--- src/rtl/rf_write_arbiter.sv ---
// rtl/rf_write_arbiter.sv - round-robin arbiter for the single register-file write port
// Optional build macro RF_ZERO_REG_DISCARD_EN: acked requests to register 0 are dropped.
module rf_write_arbiter #(
  parameter int NREQ   = 4,
  parameter int DATA_W = 32
) (
  input  logic                   clk,
  input  logic                   rst,
  input  logic [NREQ-1:0]        req_valid,
  input  logic [NREQ*5-1:0]      req_addr,
  input  logic [NREQ*DATA_W-1:0] req_data,
  output logic [NREQ-1:0]        req_ack,
  input  logic                   rf_ready,
  output logic [31:0]            wr_en,
  output logic [4:0]             wr_addr,
  output logic [DATA_W-1:0]      wr_data,
  output logic                   busy
);

  localparam int PTR_W = (NREQ > 1) ? $clog2(NREQ) : 1;
  localparam int SUM_W = PTR_W + 1;

  typedef enum logic {EMPTY = 1'b0, FULL = 1'b1} state_t;

  state_t              state_q, state_d;
  logic [PTR_W-1:0]    ptr_q, ptr_d;
  logic [31:0]         wr_en_q, wr_en_d;
  logic [4:0]          wr_addr_q, wr_addr_d;
  logic [DATA_W-1:0]   wr_data_q, wr_data_d;

  logic [PTR_W-1:0]    grant_idx;
  logic                found;
  logic [4:0]          grant_addr;
  logic [DATA_W-1:0]   grant_data;
  logic                can_accept;
  logic                accept;
  logic                load;

  // Scan from ptr upward, wrapping, and take the first valid requester.
  always_comb begin
    logic [SUM_W-1:0] sum;
    logic [PTR_W-1:0] idx;
    found     = 1'b0;
    grant_idx = '0;
    for (int k = 0; k < NREQ; k++) begin
      sum = {1'b0, ptr_q} + SUM_W'(k);
      if (sum >= SUM_W'(NREQ)) sum = sum - SUM_W'(NREQ);
      idx = sum[PTR_W-1:0];
      if (!found && req_valid[idx]) begin
        found     = 1'b1;
        grant_idx = idx;
      end
    end
  end

  always_comb begin
    grant_addr = '0;
    grant_data = '0;
    for (int i = 0; i < NREQ; i++) begin
      if (grant_idx == PTR_W'(i)) begin
        grant_addr = req_addr[5*i +: 5];
        grant_data = req_data[DATA_W*i +: DATA_W];
      end
    end
  end

  always_ff @(posedge clk or posedge rst) begin
    if (rst) begin
      state_q <= EMPTY;
    end else begin
      state_q <= state_d;
    end
  end

  always_comb begin
    state_d = state_q;
    case (state_q)
      EMPTY:   if (load) state_d = FULL;
      FULL:    if (rf_ready) state_d = load ? FULL : EMPTY;
      default: state_d = EMPTY;
    endcase
  end

  always_comb begin
    can_accept = (state_q == EMPTY) || rf_ready;
    accept     = found && can_accept && !rst;
    req_ack    = accept ? (NREQ'(1) << grant_idx) : '0;
    busy       = (state_q == FULL);
`ifdef RF_ZERO_REG_DISCARD_EN
    load       = accept && (grant_addr != 5'd0);
`else
    load       = accept;
`endif
  end

  // A drained slot clears wr_en only; address and data keep their last value.
  always_comb begin
    ptr_d     = ptr_q;
    wr_en_d   = wr_en_q;
    wr_addr_d = wr_addr_q;
    wr_data_d = wr_data_q;
    if (accept) begin
      ptr_d = (grant_idx == PTR_W'(NREQ-1)) ? '0 : grant_idx + PTR_W'(1);
    end
    if (load) begin
      wr_en_d   = 32'd1 << grant_addr;
      wr_addr_d = grant_addr;
      wr_data_d = grant_data;
    end else if ((state_q == FULL) && rf_ready) begin
      wr_en_d = '0;
    end
  end

  always_ff @(posedge clk or posedge rst) begin
    if (rst) begin
      ptr_q     <= '0;
      wr_en_q   <= '0;
      wr_addr_q <= '0;
      wr_data_q <= '0;
    end else begin
      ptr_q     <= ptr_d;
      wr_en_q   <= wr_en_d;
      wr_addr_q <= wr_addr_d;
      wr_data_q <= wr_data_d;
    end
  end

  assign wr_en   = wr_en_q;
  assign wr_addr = wr_addr_q;
  assign wr_data = wr_data_q;

endmodule

--- config.mk ---
export PLATFORM = sky130hd
export DESIGN_NAME = rf_write_arbiter
export DESIGN_NICKNAME = d
export VERILOG_FILES = /design/src/rtl/rf_write_arbiter.sv
export SDC_FILE = /design/constraint.sdc
export NUM_CORES = 1
export LEC_CHECK = 0
export ABC_AREA = 1
export ABC_CLOCK_PERIOD_IN_PS = 3230
export BUFFER_PORTS_ARGS = -buffer_cell sky130_fd_sc_hd__clkbuf_2
export CORE_MARGIN = 10
export CORE_UTILIZATION = 47
export CTS_CLUSTER_DIAMETER = 120
export DETAILED_ROUTE_END_ITERATION = 16
export PLACE_DENSITY_LB_ADDON = 0.15
export SLEW_MARGIN = 20
export SYNTH_ARGS = -nofsm -noshare
export SYNTH_HDL_FRONTEND = slang
export SYNTH_SLANG_ARGS = --single-unit
--- constraint.sdc ---
create_clock -name clk -period 3.23 [get_ports clk]
set_input_delay 0.323 -clock clk [delete_from_list [all_inputs] [get_ports clk]]
set_output_delay 0.323 -clock clk [all_outputs]
set_load 0.05 [all_outputs]
==> impl_metrics.yaml, run 1 <==
clock_network:
  clk_pin_slew_ns: 0.08
  cts.sinks: 72
  cts_made_buffers: 9
  clk_latency_ns: 0.34
  cts_tree: "done"
  cts_root_buffer: "clkbuf_8"
  htreeDepth: 3
  clockBufferDepth: 2
global_routing:
  grt_use_met1: 0.244
  busiest_layer: "met2"
  grt_pass1_vias: 5165
  grt.overflow.total: 0
  grt_start_max_net_pins: 73
  grt_pass1_wl_um: 26000
  globalRouteMet2Util: 0.375
  antenna_found_initial: 0
  groute.usage.overall: 0.219
  grtUsageMet3: 0.0833
layout:
  nets: 1010
  fill_cells: 957
  drive_above_1_share: 0.383
  area_growth_pct: 29.3
  seq_area_sq_um: 1800
  antenna_cells: 0
  postLayoutCellArea_sq_um: 6150
  multi_input_area_sq_um: 2630
drt:
  drtAntennaViolNets: 0
  wl_per_cell_um: 16.4
  vias: 5088
  drt_wl_total_um: 16300
  firstDrtPassIters: 5
  post-route-drc-count: 0
  via_per_inst: 5.14
  drtIter0Drc: 303
logic_synthesis:
  synth-xor-area-share: 0.00184
  synthCells: 638
  synth.area.top_cells: "dfrtp_1 (38%), nand2_1 (16%), a21oi_1 (7.7%)"
  async_flop_share: 1.00
  synthSimpleGateAreaFrac: 0.330
  ys.flop_type: "dfrtp_1"
  ys_ff_latch: 72
  yosysTopAreaCellShare: 0.378
  synthTopCellsByCount: "nand2_1 (198), nor2_1 (79), a21oi_1 (73)"
  synth.most_common_cell: "nand2_1"
  netlist_area_sq_um: 4760
  synthMuxAreaShare: 0.0673
  synth_compound_area_frac: 0.134
  synth_cell_types: 26
  synthesis.nets: 797
  synth_warnings: 0
  synth-edff-count: 0
  synth.avg_cell_area_sq_um: 7.46
  seq_area_frac_synth: 0.378
  yosysTopAreaCell: "dfrtp_1"
  synth_top_family_by_area: "simple AND/OR/NAND/NOR gates"
  synthAdderAreaFrac: 0.0105
placement:
  gp_congestion: 0.912
  dp_hpwl_um: 13100
  portBuffers: 228
  dpl_cell_area_sq_um: 5890
timing:
  slew_viol_final: 0
  max_freq_mhz: 333
  setup_viol: 0
  skew_ns: 0.00909
  period_minus_slack_ns: 3.01
  hold_slack_ns: 0.225
  relSlewSlack: 0.387
  fin_crit_sh: 0.931
  hold_viol: 0
  tightest_slew_ns: 0.920
run_status:
  outcome: "finished, final reports clean"
critical_path:
  cp-end-kind: "output port"
  critPathArrivalTime_ns: 2.68
  startpoint_type: "flop"
  r2r_end: "wr_en[31]"
  r2r_cells: 21
  cp.required_ns: 2.91
  crit_end: "req_ack[2]"
  path_class: "flop to output port"
  r2r-start: "ptr_q[0]"
  crit_fanout: 33
  rrSetupSlack_ns: 0.28
  startpoint: "ptr_q[0]"
flow_run:
  drv_cap: 0
floorplan:
  core-area_sq_um: 9820
  initial_core_util: 0.485
  rows: 36
  die_x_um: 121
  ios: 229
  die_h_um: 121
  die_area_sq_um: 14600
hold_path:
  min_path_type: "primary input to flop"
layout by cell type, fill, tap and decap left out, types with 2 or more instances in the layout:
master / netlist / routed
buf_4: 2 / 14
ha_1: 4 / 2
nand3_1: 24 / 23
o21ai_1: 25 / 25
o21ai_0: 8 / 8
nand2_1: 198 / 196
or2_2: 4 / 4
dfrtp_1: 72 / 71
nor2_2: 0 / 3
clkbuf_8: 0 / 9
buf_12: 2 / 2
mux2i_1: 32 / 32
clkinvlp_4: 0 / 4
o21ai_2: 12 / 11
inv_1: 21 / 19
clkbuf_2: 0 / 227
nor2_1: 79 / 76
nand2_2: 5 / 7
inv_2: 4 / 4
nand3_2: 31 / 32
a21oi_1: 73 / 73
cell type report:
cell class / instances / area share
multi-input cells: 500 / 0.428
well taps: 133 / 0.0270
inverters: 25 / 0.0163
clock buffers: 10 / 0.0207
flip-flops and latches: 72 / 0.293
repair buffers: 243 / 0.208
clock inverters: 6 / 0.00732
worst min path at each step:
stage | startpoint | end | slack [ns] | depth (start not counted)
global route | rst | busy | 0.22 | 2
CTS | rst | busy | 0.22 | 2
finish | rst | busy | 0.22 | 2
floorplan | rst | busy | 0.43 | 1
global placement | wr_addr[1] | wr_addr[1] | 0.47 | 2
detailed placement | wr_data[4] | wr_data[4] | 0.47 | 2
registers in the layout, indices dropped and copies added (netlist names):
signal and cells:
ptr_q 2, busy 1, wr_en 32, wr_data 32, wr_addr 5
worst max-delay path, cell delays in order, from the launching register on:
cell and delay, ns:
dfrtp_2 0.46, inv_1 0.17, nand2_1 0.07, nand2_1 0.11
inv_1 0.06, nand2_1 0.06, nand2_1 0.05, nand2_1 0.05
nand2_1 0.07, xor2_2 0.16, nor2_2 0.14, inv_1 0.11
ha_4 0.20, inv_2 0.13, buf_12 0.20, nor2_1 0.10
buf_12 0.17
stage by stage:
stage	std cells	setup WS, ns	util	setup TNS [ns]
global route	989	-0.0297	0.627	-0.0297
detailed placement	969	0.0293	0.600	0
floorplan	638	0.359	-	0
CTS	985	0.00973	0.618	0
finish	989	0.223	0.627	0
global placement	969	0.203	0.600	0
kinds of logic (layout without fill, tap and decap cells):
| kind of cell | count (synthesis) | count (layout) |
|---|---|---|
| fa+ha+maj | 4 | 4 |
| xor+xnor | 1 | 1 |
| compound gates | 118 | 118 |
| flops | 72 | 72 |
| mux | 32 | 32 |
| simple gates | 345 | 345 |
| buf+inv | 66 | 284 |
repair_timing:
item / 4_1_cts / 5_1_grt
buffers inserted: 0 / 4
setup endpoints to repair: 2 / 40
gates cloned: 0 / 0
hold endpoints to repair: 0 / 0
resized for setup: 4 / 12
hold buffers: 0 / 0
routing by layer:
metal,vias up,share of wire
met1,2369,0.38
met4,0,0.017
met5,-,0
met2,200,0.51
li1,2499,-
met3,20,0.090
Power of run 1 is left out: the tool's default activity adds up to more than one toggle a clock period on the data nets, which glitch-free logic cannot reach.
==> run 2, diff against run 1 <==
- CORE_MARGIN: 10 -> 4
- SLEW_MARGIN: 20 -> 15
==> run 2 against run 1 <==
Net effect:
- global-route usage up 3.3 points
- core utilization about the same
- hold slack improved by 0.0050 ns
- cell count down 0.30%
==> impl_metrics.yaml, run 2 (synthesis gave the netlist of run 1 again) <==
run_status:
  outcome: "finished, final reports clean"
timing:
  setup_tns_ns: 0
  tightest_slew_ns: 1.05
  hold_viol: 0
  setup_viol: 0
  period_minus_slack_ns: 3.06
  relSlewSlack: 0.298
  rsz0062_at_grt: "true"
  max_freq_mhz: 327
  fin_crit_sh: 0.946
  slew_viol_final: 0
  hold_slack_ns: 0.230
  skew_ns: 0.00617
drt:
  via_per_inst: 5.10
  wl_per_cell_um: 15.0
  firstDrtPassIters: 4
  vias: 5028
  post-route-drc-count: 0
  drt_wl_total_um: 14800
  drtAntennaViolNets: 0
  drtIter0Drc: 307
clock_network:
  cts_tree: "done"
  clk_latency_ns: 0.34
  cts_setup_buffers: 0
  cts_root_buffer: "clkbuf_8"
  cts.sinks: 72
  htreeDepth: 3
  clk_pin_slew_ns: 0.08
  clockBufferDepth: 2
  cts_made_buffers: 9
critical_path:
  cp_slowest_stage_delay_ns: 0.44
  cp_slowest_cell: "dfrtp_2"
  critPathArrivalTime_ns: 2.73
  cp_num_buf_inv: 5
  path_class: "flop to output port"
  crit_path_frequent_cell: "nand2_1"
  critPathTopFamily: "buffers and inverters"
  path_cells: "buf_4, nand2_1, nand2_1, o21ai_2, nand2_1, nand2_1, xor2_1, nor2_1, inv_1, ha_2, inv_2, buf_8, nor2_2, buf_12"
  cp.required_ns: 2.91
  cp-end-kind: "output port"
  startpoint_type: "flop"
  startpoint: "ptr_q[0]"
  r2r-start: "ptr_q[0]"
  crit_fanout: 33
floorplan:
  die_area_sq_um: 11800
  initial_core_util: 0.485
  die_h_um: 109
  ios: 229
  rows: 36
  core-area_sq_um: 9820
  die_x_um: 109
placement:
  gp_congestion: 0.897
  portBuffers: 228
  dp_hpwl_um: 11600
  dpl_cell_area_sq_um: 5900
global_routing:
  grt_pass1_wl_um: 23500
  groute.usage.overall: 0.252
  grt.overflow.total: 0
  antenna_found_initial: 0
  grt_pass1_vias: 4976
  grt_start_max_net_pins: 73
hold_path:
  min_path_type: "primary input to flop"
  hp-start: "rst"
layout:
  layout_common_cells: "clkbuf_2 (226), nand2_1 (195), nor2_1 (77)"
  nets: 1007
  mostFrequentLayoutCell: "clkbuf_2"
  antenna_cells: 0
  area_growth_pct: 29.3
  drive_above_1_share: 0.379
  postLayoutCellArea_sq_um: 6160
flow_run:
  drv_cap: 0
run 2: cell types whose count changed in the layout (fill, tap and decap cells not counted), sizes merged:
cell | before | now
clkinv | 2 | 1
clkbuf | 237 | 238
clkinvlp | 4 | 1
buf | 16 | 13
inv | 25 | 26
bufinv | 0 | 2
run 2: through the flow:
stage | utilization | worst slack [ns] | instances
after floorplan | - | 0.359 | 638
after global placement | 0.601 | 0.285 | 970
after detailed placement | 0.601 | 0.178 | 970
after CTS | 0.625 | 0.0610 | 986
after global routing | 0.627 | -0.0478 | 986
final | 0.627 | 0.174 | 986
run 2: final timing paths:
path,to,slack (ns),depth (start not counted)
worst max-delay path,req_ack[2],0.17,14
worst min-delay path,busy,0.23,2
worst max register to register,wr_en[22],0.30,21
worst min register to register,wr_data[3],0.49,2
max in group asynchronous,wr_data[5],2.30,3
min in group asynchronous,ptr_q[0],0.30,3
run 2: cell type report:
type	count	area, sq um
Inverter	25	97.6
Timing Repair Buffer	240	1260
Clock buffer	11	141
Sequential cell	72	1800
Tap cell	133	166
Fill cell	952	3660
Multi-Input combinational cell	500	2600
Clock inverter	5	86.3
run 2: routing by layer:
metal	up-vias	track usage	part of all wire
met2	199	0.417	0.49
met5	-	0	0
met4	0	0.0992	0.030
met3	36	0.0758	0.075
li1	2496	-	-
met1	2297	0.307	0.40
run 2: worst register-to-register path, stage by stage, from the launching register on:
cell     delay (ns)
dfrtp_2        0.44
inv_1          0.15
nand2_1        0.07
nand2_1        0.12
inv_1          0.05
nand2_1        0.05
nand2_1        0.04
nand2_1        0.05
nand2_1        0.06
xor2_1         0.15
nor2_1         0.19
inv_1          0.10
ha_2           0.25
inv_2          0.14
nor2_1         0.05
nor2_1         0.14
a21oi_1        0.13
nor2_1         0.25
nand3_1        0.18
nor2_1         0.13
nand2_1        0.06
nand2_1        0.07
run 2: repair_timing:
item | CTS | global route
setup endpoints to repair | 1 | 34
hold buffers | 0 | 0
gates resized for setup | 3 | 10
gates cloned | 0 | 0
Power of run 2 is left out for the same reason.
==> run 3, diff against run 2 <==
- RECOVER_POWER: default -> 100
==> run 3 against run 2 <==
Net effect:
- the flow now finishes with violations (max-capacitance violations, max-slew violations)
- count of clock-buffer cells in the layout unchanged
- sequential cell count unchanged
- critical endpoint unchanged
- cell area down 1.5%
- cell count unchanged
- first-iteration DRC count down 1.3%
- via count unchanged
- die area unchanged
- sequential share of layout area up 0.45 points
- maximum frequency down 0.42%
- largest cell class unchanged
==> impl_metrics.yaml, run 3 (synthesis gave the netlist of run 1 again) <==
critical_path:
  r2r_cells: 19
  cp.required_ns: 2.91
  cp-end-kind: "output port"
  crit_fanout: 33
  startpoint_type: "flop"
  critPathArrivalTime_ns: 2.75
  path_class: "flop to output port"
clock_network:
  clockBufferDepth: 2
  cts.sinks: 72
  clk_pin_slew_ns: 0.08
  cts_root_buffer: "clkbuf_8"
  htreeDepth: 3
  cts_tree: "done"
  hold_buffers: 0
  clk_latency_ns: 0.35
  cts_made_buffers: 9
placement:
  dpl_cell_area_sq_um: 5900
  portBuffers: 228
  dp_hpwl_um: 11600
  gp_congestion: 0.897
global_routing:
  grt_start_max_net_pins: 73
  antenna_found_initial: 0
  grt.overflow.total: 0
  grt_pass1_vias: 4976
  groute.usage.overall: 0.252
  grt_pass1_wl_um: 23500
hold_path:
  min_path_cells: 2
  min_path_type: "primary input to flop"
floorplan:
  ios: 229
  die_area_sq_um: 11800
  core-area_sq_um: 9820
  rows: 36
  die_x_um: 109
  die_h_um: 109
  initial_core_util: 0.485
drt:
  vias: 5028
  firstDrtPassIters: 8
  drtAntennaViolNets: 0
  post-route-drc-count: 0
  drtIter0Drc: 303
  via_per_inst: 5.10
  drt_wl_total_um: 14800
  wl_per_cell_um: 15.0
layout:
  multi_input_area_sq_um: 2600
  fill_cells: 983
  nets: 1007
  postLayoutCellArea_sq_um: 6060
  mostFrequentLayoutCell: "nand2_1"
  antenna_cells: 0
  layout_common_cells: "nand2_1 (195), clkbuf_2 (156), nor2_1 (77)"
  seq_area_sq_um: 1800
  area_growth_pct: 27.3
  drive_above_1_share: 0.295
run_status:
  outcome: "finished with violations"
  failed_checks: "max-capacitance violations, max-slew violations"
timing:
  relSlewSlack: -0.202
  setup_viol: 0
  hold_viol: 0
  slew_viol_final: 73
  hold_slack_ns: 0.229
  period_minus_slack_ns: 3.07
  tightest_slew_ns: 1.80
  max_freq_mhz: 326
  rsz0062_at_grt: "true"
  skew_ns: 0.00703
  fin_crit_sh: 0.950
flow_run:
  drv_cap: 1
-- run 3: changes by cell type in the layout (fill, tap and decap cells not counted) --
cell / before / now
clkbuf_1: 1 / 72
clkbuf_2: 226 / 156
buf_4: 10 / 9
clkinvlp_2: 0 / 1
clkinvlp_4: 1 / 0
-- run 3: path summary, 6_finish.rpt --
path	start	slack, ns	end
max	ptr_q[0]	0.16	req_ack[2]
min	rst	0.23	busy
max reg2reg	ptr_q[0]	0.29	wr_en[22]
min reg2reg	wr_data[3]	0.49	wr_data[3]
max in group asynchronous	rst	1.38	ptr_q[0]
min in group asynchronous	rst	0.69	ptr_q[0]
-- run 3: layout make-up --
class / instances / share of cell area
Multi-Input combinational cell: 500 / 0.429
Clock buffer: 11 / 0.0233
Timing Repair Buffer: 240 / 0.193
Inverter: 25 / 0.0157
Sequential cell: 72 / 0.297
Tap cell: 133 / 0.0275
Clock inverter: 5 / 0.0142
-- run 3: layer usage --
layer	part of all wire	global-route usage	vias to the layer above
li1	-	-	2502
met4	0.033	0.0992	0
met1	0.40	0.307	2299
met5	0	0	-
met2	0.49	0.417	189
met3	0.075	0.0758	38
-- run 3: through the flow --
| stage | cells | utilization | worst slack [ns] | setup TNS (ns) |
|---|---|---|---|---|
| 6_report | 986 | 0.617 | 0.161 | 0 |
| 3_3_place_gp | 970 | 0.601 | 0.285 | 0 |
| 5_1_grt | 986 | 0.617 | -0.0478 | -0.0717 |
| 2_1_floorplan | 638 | - | 0.359 | 0 |
| 3_5_place_dp | 970 | 0.601 | 0.178 | 0 |
| 4_1_cts | 986 | 0.625 | 0.0610 | 0 |
-- run 3: worst max-delay path: stages, from the launching register on --
cell and delay, ns:
dfrtp_2 0.45, buf_4 0.17, nand2_1 0.08, nand2_1 0.07
o21ai_2 0.18, nand2_1 0.08, nand2_1 0.07, xor2_1 0.19
nor2_1 0.10, inv_1 0.09, ha_2 0.27, inv_2 0.11
buf_8 0.19, nor2_2 0.17, buf_12 0.16
-- run 3: what timing repair did --
| action | in CTS | in global routing |
|---|---|---|
| gates resized for setup | 3 | 10 |
| setup buffers | 0 | 0 |
| setup endpoints to repair | 1 | 34 |
Power of run 3 is left out for the same reason.
